## src/rtl/tomasulo_pkg.sv

```systemverilog
`default_nettype none
// ============================================================================
// Module   : tomasulo_pkg
// Desc     : Shared widths, the "no producer" tag and the reorder-buffer
//            entry record used by the Tomasulo core blocks.
// Revision : 1.0 - initial release
// ============================================================================
package tomasulo_pkg;

  localparam int TAG_W  = 4;
  localparam int REG_W  = 5;
  localparam int DATA_W = 32;

  // Tag 0 marks "no producer"; it is never handed to an instruction.
  localparam logic [TAG_W-1:0] NO_TAG = '0;

  typedef struct packed {
    logic              busy;
    logic              done;
    logic [REG_W-1:0]  dest;
    logic [TAG_W-1:0]  tag;
    logic [DATA_W-1:0] value;
  } rob_entry_t;

endpackage
`default_nettype wire

```

## src/rtl/reorder_buf_if.sv

```systemverilog
`default_nettype none
// ============================================================================
// Module   : reorder_buf_if
// Desc     : Issue, CDB and commit bundle of the reorder buffer. The master
//            side drives issue/CDB and observes commit and occupancy.
// Revision : 1.0 - initial release
// ============================================================================
interface reorder_buf_if #(
  parameter int PTR_W = 3
) ();

  logic                              issue_valid;
  logic [tomasulo_pkg::REG_W-1:0]    issue_dest;
  logic [tomasulo_pkg::TAG_W-1:0]    issue_tag;
  logic                              issue_ready;

  logic                              cdb_valid;
  logic [tomasulo_pkg::TAG_W-1:0]    cdb_tag;
  logic [tomasulo_pkg::DATA_W-1:0]   cdb_value;

  logic                              commit;
  logic [tomasulo_pkg::REG_W-1:0]    commit_dest;
  logic [tomasulo_pkg::TAG_W-1:0]    commit_tag;
  logic [tomasulo_pkg::DATA_W-1:0]   commit_value;

  logic [PTR_W:0]                    count;
  logic                              empty;

  modport master (
    output issue_valid, issue_dest, issue_tag,
    output cdb_valid, cdb_tag, cdb_value,
    input  issue_ready, commit, commit_dest, commit_tag, commit_value,
    input  count, empty
  );

  modport slave (
    input  issue_valid, issue_dest, issue_tag,
    input  cdb_valid, cdb_tag, cdb_value,
    output issue_ready, commit, commit_dest, commit_tag, commit_value,
    output count, empty
  );

endinterface
`default_nettype wire

```

## src/rtl/rob_ptr_ctrl.sv

```systemverilog
`default_nettype none
// ============================================================================
// Module   : rob_ptr_ctrl
// Desc     : Head/tail pointers, occupancy count and issue acceptance of the
//            reorder buffer. Pointers wrap naturally at DEPTH (power of two).
// Revision : 1.0 - initial release
// ============================================================================
module rob_ptr_ctrl #(
  parameter int DEPTH = 8,
  parameter int PTR_W = 3
) (
  input  logic             clk,
  input  logic             rst_n,
  input  logic             i_issue_valid,
  input  logic             i_commit,
  output logic [PTR_W-1:0] o_head_ptr,
  output logic [PTR_W-1:0] o_tail_ptr,
  output logic [PTR_W:0]   o_count,
  output logic             o_issue_ready,
  output logic             o_empty,
  output logic             o_issue_fire
);

  localparam logic [PTR_W:0] c_FULL_COUNT = (PTR_W+1)'(DEPTH);

  logic [PTR_W-1:0] r_head_ptr;
  logic [PTR_W-1:0] r_tail_ptr;
  logic [PTR_W:0]   r_count;
  logic             w_issue_ready;
  logic             w_issue_fire;

  // Ready depends only on the registered count, so a full buffer refuses
  // issue even in a cycle where the head is retiring.
  always_comb begin
    w_issue_ready = (r_count != c_FULL_COUNT);
    w_issue_fire  = i_issue_valid & w_issue_ready;
  end

  // Pointer and count registers; simultaneous issue and commit keep count.
  always_ff @(posedge clk) begin
    if (!rst_n) begin
      r_head_ptr <= '0;
      r_tail_ptr <= '0;
      r_count    <= '0;
    end else begin
      if (w_issue_fire) begin
        r_tail_ptr <= r_tail_ptr + PTR_W'(1);
      end
      if (i_commit) begin
        r_head_ptr <= r_head_ptr + PTR_W'(1);
      end
      case ({w_issue_fire, i_commit})
        2'b10:   r_count <= r_count + (PTR_W+1)'(1);
        2'b01:   r_count <= r_count - (PTR_W+1)'(1);
        default: r_count <= r_count;
      endcase
    end
  end

  assign o_head_ptr    = r_head_ptr;
  assign o_tail_ptr    = r_tail_ptr;
  assign o_count       = r_count;
  assign o_issue_ready = w_issue_ready;
  assign o_empty       = (r_count == '0);
  assign o_issue_fire  = w_issue_fire;

endmodule
`default_nettype wire

```

## src/rtl/reorder_buf.sv

```systemverilog
`default_nettype none
// ============================================================================
// Module   : reorder_buf
// Desc     : In-order commit buffer. Allocates an entry per issued
//            instruction, captures results from the CDB and retires the
//            head entry once its result is present.
// Revision : 1.0 - initial release
// ============================================================================
module reorder_buf #(
  parameter int DEPTH = 8,
  parameter int PTR_W = 3
) (
  input  logic         clk,
  input  logic         rst_n,
  reorder_buf_if.slave bus
);

  import tomasulo_pkg::*;

  logic [PTR_W-1:0] w_head_ptr;
  logic [PTR_W-1:0] w_tail_ptr;
  logic             w_issue_fire;
  logic             w_commit;
  logic             w_cdb_live;
  rob_entry_t       w_entries [DEPTH];
  rob_entry_t       w_head_entry;

  rob_ptr_ctrl #(
    .DEPTH (DEPTH),
    .PTR_W (PTR_W)
  ) u_ptr_ctrl (
    .clk           (clk),
    .rst_n         (rst_n),
    .i_issue_valid (bus.issue_valid),
    .i_commit      (w_commit),
    .o_head_ptr    (w_head_ptr),
    .o_tail_ptr    (w_tail_ptr),
    .o_count       (bus.count),
    .o_issue_ready (bus.issue_ready),
    .o_empty       (bus.empty),
    .o_issue_fire  (w_issue_fire)
  );

  // A broadcast on the "no producer" tag never completes anything.
  assign w_cdb_live = bus.cdb_valid & (bus.cdb_tag != NO_TAG);

  for (genvar i = 0; i < DEPTH; i++) begin : g_entry
    localparam logic [PTR_W-1:0] c_IDX = PTR_W'(i);

    rob_entry_t r_entry;
    logic       w_alloc;
    logic       w_retire;
    logic       w_capture;

    // Issue and commit never target the same slot: that would need the
    // buffer to be both empty (no commit) and full (no issue).
    always_comb begin
      w_alloc   = w_issue_fire & (w_tail_ptr == c_IDX);
      w_retire  = w_commit & (w_head_ptr == c_IDX);
      w_capture = w_cdb_live & r_entry.busy & ~r_entry.done &
                  (r_entry.tag == bus.cdb_tag);
    end

    // Entry state; allocation wins, so a same-cycle CDB cannot complete the
    // slot being written (a free slot is not busy and cannot match anyway).
    always_ff @(posedge clk) begin
      if (!rst_n) begin
        r_entry <= '0;
      end else if (w_alloc) begin
        r_entry.busy  <= 1'b1;
        r_entry.done  <= 1'b0;
        r_entry.dest  <= bus.issue_dest;
        r_entry.tag   <= bus.issue_tag;
        r_entry.value <= '0;
      end else if (w_retire) begin
        r_entry.busy <= 1'b0;
        r_entry.done <= 1'b0;
      end else if (w_capture) begin
        r_entry.done  <= 1'b1;
        r_entry.value <= bus.cdb_value;
      end
    end

    assign w_entries[i] = r_entry;
  end

  // Commit decision comes purely from the registered head entry.
  always_comb begin
    w_head_entry = w_entries[w_head_ptr];
    w_commit     = w_head_entry.busy & w_head_entry.done;
  end

  assign bus.commit       = w_commit;
  assign bus.commit_dest  = w_commit ? w_head_entry.dest  : '0;
  assign bus.commit_tag   = w_commit ? w_head_entry.tag   : '0;
  assign bus.commit_value = w_commit ? w_head_entry.value : '0;

endmodule
`default_nettype wire

```

## src/flat_wrapper.sv

```systemverilog
// flat-port wrapper written by rule: the top's interface ports become plain ports
module reorder_buf_flat import tomasulo_pkg::*;
#(
  parameter int DEPTH = 8,
  parameter int PTR_W = 3
)
  (clk, rst_n, bus_issue_valid, bus_issue_dest, bus_issue_tag, bus_cdb_valid, bus_cdb_tag, bus_cdb_value, bus_issue_ready, bus_commit, bus_commit_dest, bus_commit_tag, bus_commit_value, bus_count, bus_empty);
  reorder_buf_if #(.PTR_W(PTR_W)) bus_i ();
  input  logic clk;
  input  logic rst_n;
  input wire logic [$bits(bus_i.issue_valid)-1:0] bus_issue_valid;
  input wire logic [$bits(bus_i.issue_dest)-1:0] bus_issue_dest;
  input wire logic [$bits(bus_i.issue_tag)-1:0] bus_issue_tag;
  input wire logic [$bits(bus_i.cdb_valid)-1:0] bus_cdb_valid;
  input wire logic [$bits(bus_i.cdb_tag)-1:0] bus_cdb_tag;
  input wire logic [$bits(bus_i.cdb_value)-1:0] bus_cdb_value;
  output wire logic [$bits(bus_i.issue_ready)-1:0] bus_issue_ready;
  output wire logic [$bits(bus_i.commit)-1:0] bus_commit;
  output wire logic [$bits(bus_i.commit_dest)-1:0] bus_commit_dest;
  output wire logic [$bits(bus_i.commit_tag)-1:0] bus_commit_tag;
  output wire logic [$bits(bus_i.commit_value)-1:0] bus_commit_value;
  output wire logic [$bits(bus_i.count)-1:0] bus_count;
  output wire logic [$bits(bus_i.empty)-1:0] bus_empty;
  assign bus_i.issue_valid = bus_issue_valid;
  assign bus_i.issue_dest = bus_issue_dest;
  assign bus_i.issue_tag = bus_issue_tag;
  assign bus_i.cdb_valid = bus_cdb_valid;
  assign bus_i.cdb_tag = bus_cdb_tag;
  assign bus_i.cdb_value = bus_cdb_value;
  assign bus_issue_ready = bus_i.issue_ready;
  assign bus_commit = bus_i.commit;
  assign bus_commit_dest = bus_i.commit_dest;
  assign bus_commit_tag = bus_i.commit_tag;
  assign bus_commit_value = bus_i.commit_value;
  assign bus_count = bus_i.count;
  assign bus_empty = bus_i.empty;
  reorder_buf #(.DEPTH(DEPTH), .PTR_W(PTR_W)) u_core (.clk(clk), .rst_n(rst_n), .bus(bus_i));
endmodule
```

## config.mk

```make
export PLATFORM = sky130hd
export DESIGN_NAME = reorder_buf_flat
export DESIGN_NICKNAME = d
export VERILOG_FILES = /design/src/rtl/tomasulo_pkg.sv /design/src/rtl/reorder_buf_if.sv /design/src/rtl/rob_ptr_ctrl.sv /design/src/rtl/reorder_buf.sv /design/src/flat_wrapper.sv
export SDC_FILE = /design/constraint.sdc
export NUM_CORES = 1
export LEC_CHECK = 0
export CELL_PAD_IN_SITES_DETAIL_PLACEMENT = 0
export CELL_PAD_IN_SITES_GLOBAL_PLACEMENT = 1
export CORE_AREA = 2 2 207 209
export CTS_BUF_LIST = sky130_fd_sc_hd__clkbuf_16
export CTS_CLUSTER_SIZE = 10
export DETAILED_ROUTE_END_ITERATION = 16
export DIE_AREA = 0 0 209 211
export GPL_ROUTABILITY_DRIVEN = 1
export PLACE_DENSITY_LB_ADDON = 0.05
export SYNTH_ARGS = -nofsm -noshare
export SYNTH_HDL_FRONTEND = slang
export SYNTH_SLANG_ARGS = --single-unit
```

## constraint.sdc

```tcl
create_clock -name clk -period 2.8 [get_ports clk]
set_input_delay 0.42 -clock clk [delete_from_list [all_inputs] [get_ports clk]]
set_output_delay 0.42 -clock clk [all_outputs]
set_load 0.005 [all_outputs]
```

# After elaboration in Yosys (flattened, before gate mapping)
# Cells that the tools add are included.
# W data, S select, Z words.
# classes
n_reduce_logical	37
bitwise_logic	61
order_cmp	1
eq_ne	25
addsub	4
n_mux	39
# op_table
op	n
$bmux W43 S3	1
$mux W43	2
$and A1 B1 Y1	43
$eq A4 B4 Y1	8
$mux W32	1
$eq A3 B3 Y1 const B	8
$mux W1	24
$reduce_or A3 Y1	8
$reduce_bool A2 Y1	9
$not A1 Y1	17
$mux W2	8
$reduce_and A2 Y1	8
$reduce_or A2 Y1	8
$eq A3 B2 Y1 const B	4
$pmux W4 S2	1
$add A3 B1 Y3 const B	2
$eq A3 B1 Y1 const B	2
$logic_not A3 Y1	2
$mux W5	1
$add A4 B1 Y4 const B	1
$ge A4 B4 Y1 const B	1
$logic_not A4 Y1	1
$mux W4	1
$ne A4 B4 Y1 const B	1
other kinds (5)	5
# word_totals
word_cells	210
ff_bits	354
output_inout_bits	48

# Depth between registers and ports, before layout
# depth
depth_word	8
depth_mapped	13
ltp_nobuf	11

# Cells and area by module
# From an unflattened synthesis, not the netlist that was laid out.
# hier_totals
hier_cells	1985
hier_area_um2	16889.9
# modules_own_cells
mod	cells_each	n_inst	seq_area_each_um2	area_per_inst_um2
reorder_buf	1929	1	6886.6	16345.7
rob_ptr_ctrl	56	1	200.2	544.3

# Worst setup path after synthesis
# OpenSTA, ideal clock, no wires.
# synth_path
path_type	register to register
start	reg u_core.u_ptr_ctrl.r_head_ptr[1], in the netlist u_core.u_ptr_ctrl.o_head_ptr[1]
end	reg u_core.u_ptr_ctrl.r_count[2], in the netlist u_core.u_ptr_ctrl.o_count[2]
path_stages_with_launch	13
path_slack_ns	-0.041
setup_ns	0.070
arrival_time_ns	2.771
period_less_slack_ns	2.841
path_buffers	1
cell_sequence	dfxtp_1 inv_2 mux4_2 buf_2 mux2i_4 inv_1 ha_1 xor2_1 ha_1 a21oi_1 xor2_1 or3_1 a21oi_1
# synth_between
elab_chain_len	7
elab_cells_between_ends	9
# synth_rtl
element	line_no	text
start: declaration	rob_ptr_ctrl.sv:26	logic [PTR_W-1:0] r_head_ptr;
start signal: assignment	rob_ptr_ctrl.sv:50	r_head_ptr <= r_head_ptr + PTR_W'(1);
$not A3 Y4 (implied by the code) *	reorder_buf.sv:89	w_head_entry = w_entries[w_head_ptr];
$bmux W43 S3 *	reorder_buf.sv:89	
$mux W43 (implied by the code) * (2 in series)	reorder_buf.sv:89	
$and A1 B1 Y1 *	reorder_buf.sv:90	w_commit = w_head_entry.busy & w_head_entry.done;
via bus_commit	flat_wrapper.sv:18	output wire logic [$bits(bus_i.commit)-1:0] bus_commit;
$eq A2 B1 Y1 or $eq A2 B2 Y1 (tied branches)	rob_ptr_ctrl.sv:52	case ({w_issue_fire, i_commit})
$pmux W4 S2 or $reduce_bool A2 Y1 (tied branches)	--	
end signal: assignment	rob_ptr_ctrl.sv:53	2'b10: r_count <= r_count + (PTR_W+1)'(1);
end signal: assignment	rob_ptr_ctrl.sv:54	2'b01: r_count <= r_count - (PTR_W+1)'(1);
end signal: assignment	rob_ptr_ctrl.sv:55	default: r_count <= r_count;
end: declaration	rob_ptr_ctrl.sv:28	logic [PTR_W:0] r_count;
# The timed path passes the listed nets; every way through them passes the cells marked *. The select of a mux whose other input is x is not followed.
# A chain may end at the register's enable or synchronous reset.

# Worst setup path after layout
# layout_path
start	reg u_core.g_entry[4].r_entry[42] in the netlist's numbering
end	out bus_commit
# layout_between
elab_chain_len	4
# layout_rtl
element	line_no	text
start: declaration	reorder_buf.sv:50	rob_entry_t r_entry;
$bmux W43 S3	reorder_buf.sv:89	
$mux W43 (implied by the code) (2 in series)	reorder_buf.sv:89	
$and A1 B1 Y1	reorder_buf.sv:90	
end: declaration	flat_wrapper.sv:18	
# Every way passes these cells. The select of a mux whose other input is x is not followed.

==> reports/results.tsv <==
stage	metric	value	unit
drt	vias per cell	5.88	
yosys	yosys warns	0	
drt	drt first pass iters	5	
yosys	top_reg_cell synth	dfxtp_1	
sta	unrepaired setup endpoints after global routing	true	
power	P_leak	7.44	nW
yosys	Netlist cell types	44	
place	dpl ws	-125	ps
sta	endpoints failing hold	0	
yosys	EDFF count, synth	0	
cts	worst-skew pair later-pin latency	570	ps
floorplanning	Die Span X	209	um
finish	fin nets	2027	
drt	DR iter-0 viols	1056	
yosys	Post-Syn Area	0.0175	mm2
global_routing	remaining global-route overflow	0	
cts	cts bufs inserted	43	
place	post-placement cell area	0.0193	mm2
floorplanning	core area	0.0418	mm2
cts	H-tree depth	2	
global_routing	first-pass GRT wire length	92.6	mm
sta	setup-violating endpoint count in the final report	0	
drt	Routed WL	61.2	mm
worst_setup_path	Worst EP arrival	2360	ps
floorplanning	overall die area	0.0441	mm2
yosys	post-synthesis sequential area ratio	0.406	
yosys	area leader, netlist	dfxtp_1	
yosys	Mapped Cells	1904	
sta	worst clock skew	23.6	ps
yosys	top area cells in the synthesized netlist	dfxtp_1 (41%), mux4_2 (11%), a21boi_0 (7.7%)	
worst_setup_path	startpoint types	register	
yosys	Syn Area/Cell	9.17	um2
finish	fin util	0.501	
place	Post-DP HPWL	35.1	mm
worst_setup_path	Max FO, Critical Path	6	
sta	Max Freq	360	MHz
cts	Clock transition at path regs	50	ps
cts	CTS Buffer Depth	3	
place	IO buf count	96	
drt	DRC	0	
sta	setup ws final	18.8	ps
floorplanning	Ports	97	
place	dpl cells	2425	
global_routing	largest net degree at the start of global routing	65	
cts	post-cts hold buffer count	0	
worst_setup_path	kind of critical path	reg -> out	
drt	ANT nets after route	0	
drt	post-DR wirelength/cell	24.3	um
finish	share of cells above drive strength 1	0.182	
sta	Worst-Margin Slew	664	ps
sta	Final period util	0.993	
cts	clock root cell	clkbuf_16	
finish	Design Area, Final	0.0209	mm2
floorplanning	die height	211	um
sta	Hold Slack	456	ps
yosys	Async SR Flop Fraction	0	
floorplanning	# rows	75	
yosys	Synth top cells by count	dfxtp_1 (354), nand2_1 (245), nand3_1 (222)	
floorplanning	starting density of the core	0.418	
finish	Post-Layout Cell Count	2520	
power	power per cell area	518	mW/mm2
global_routing	vias in the first global route	14800	
yosys	syn_nets	1968	
yosys	most common cell in the netlist	dfxtp_1	
power	Peak VDD IR	0.000376	V
sta	Final min period	2780	ps
worst_setup_path	worst endpoint required time	2380	ps
sta	setup TNS after final layout	0	ps
yosys	post-synth top area share	0.406	
drt	DR vias	14800	
sta	Slew headroom	0.557	
place	Placer Congestion	0.809	
worst_setup_path	crit end category	output port	
status	status	completed	
cts	CTS tree	done	
cts	Clock Sinks	354	
yosys	synthesized flop and latch total	354	
global_routing	GRT Util Overall	0.278	
sta	Final Max Tran Viols	0	
finish	Layout area overhead	19.7	%
hold_path	worst hold path type	reg -> reg	
global_routing	antenna violations before repair	1	
power	Power Total	10.8	mW
job	max cap viols	0	
==> kinds of logic (layout without fill, tap and decap cells) <==
group	count (synthesis)	after routing	synth area share
buf+inv	233	309	0.0576
flops	354	354	0.406
fa+ha+maj	15	15	0.0108
xor+xnor	36	36	0.0181
compound gates	483	483	0.178
simple gates	577	577	0.149
other cells	0	1	0
mux	206	206	0.180
==> cells in the final DEF, fill, tap and decap left out, types with 13 or more instances in the layout <==
cell	synthesis	final
mux4_2	85	85
buf_2	35	33
nand2_1	245	245
mux2i_1	120	120
a21oi_2	0	13
dfxtp_1	354	339
a21boi_1	13	13
buf_4	7	92
a21boi_0	179	179
buf_12	0	30
a21oi_1	72	58
ha_1	15	14
clkdlybuf4s50_1	0	54
o21ai_0	196	196
inv_1	11	21
dfxtp_2	0	13
clkbuf_16	0	45
xor2_1	27	27
nand3_1	222	222
nor2_1	64	64
==> critical path: stages (launching register included) <==
cell and delay [ps]:
dfxtp_2 320, and2_4 150, mux4_2 510, mux2i_4 220
buf_12 160, buf_4 100, inv_2 50, buf_4 160
buf_2 130
==> routing by layer <==
layer / track usage / vias to the layer above / part of all wire
met2: 0.474 / 466 / 0.49
met4: 0.0879 / 0 / 0.021
li1: - / 6863 / -
met5: 0 / - / 0
met3: 0.0306 / 86 / 0.048
met1: 0.370 / 7415 / 0.44
==> power breakdown <==
part           switching (mW)  leakage [nW]  internal, mW  total (mW)
Combinational           0.414          3.94         0.297       0.710
Clock                    2.17         0.633          2.84        5.01
Sequential             0.0326          2.86          5.08        5.11
Total                    2.61          7.44          8.22        10.8
==> cell type report <==
type                       count  area, um2
fill                        3912      20900
multi-input combinational   1317       9470
sequential                   354       7110
timing repair buffer         234       2390
clock buffer                  45       1130
tap                          539        674
clock inverter                17       68.8
inverter                      13       58.8
antenna                        1       2.50
==> flip-flops by register name, indices dropped and copies added (netlist names) <==
register and flops:
u_core.u_ptr_ctrl.o_head_ptr 3, u_core.u_ptr_ctrl.o_tail_ptr 3, u_core.u_ptr_ctrl.o_count 4, u_core.g_entry.r_entry 344
==> path summary, 6_finish.rpt <==
| path | endpoint | cells after the start | slack, ps | start |
|---|---|---|---|---|
| worst max-delay path | bus_commit | 8 | 20 | u_core.g_entry[4].r_entry[42]$_SDFFE_PN0P_ |
| worst min-delay path | u_core.g_entry[7].r_entry[36]$_SDFFE_PN0P_ | 2 | 460 | u_core.g_entry[7].r_entry[36]$_SDFFE_PN0P_ |
| worst max register to register | u_core.u_ptr_ctrl.o_count[2]$_SDFFE_PN0P_ | 13 | 90 | u_core.g_entry[4].r_entry[42]$_SDFFE_PN0P_ |
| worst min register to register | u_core.g_entry[7].r_entry[36]$_SDFFE_PN0P_ | 2 | 460 | u_core.g_entry[7].r_entry[36]$_SDFFE_PN0P_ |
==> repair_timing <==
item                       CTS  global route
setup endpoints to repair   42            44
gates resized for setup    200            19
cloned                       6             0
setup buffers               25             5
pin swaps                    0             2
No activity file was read; power rests on OpenSTA's default activity.
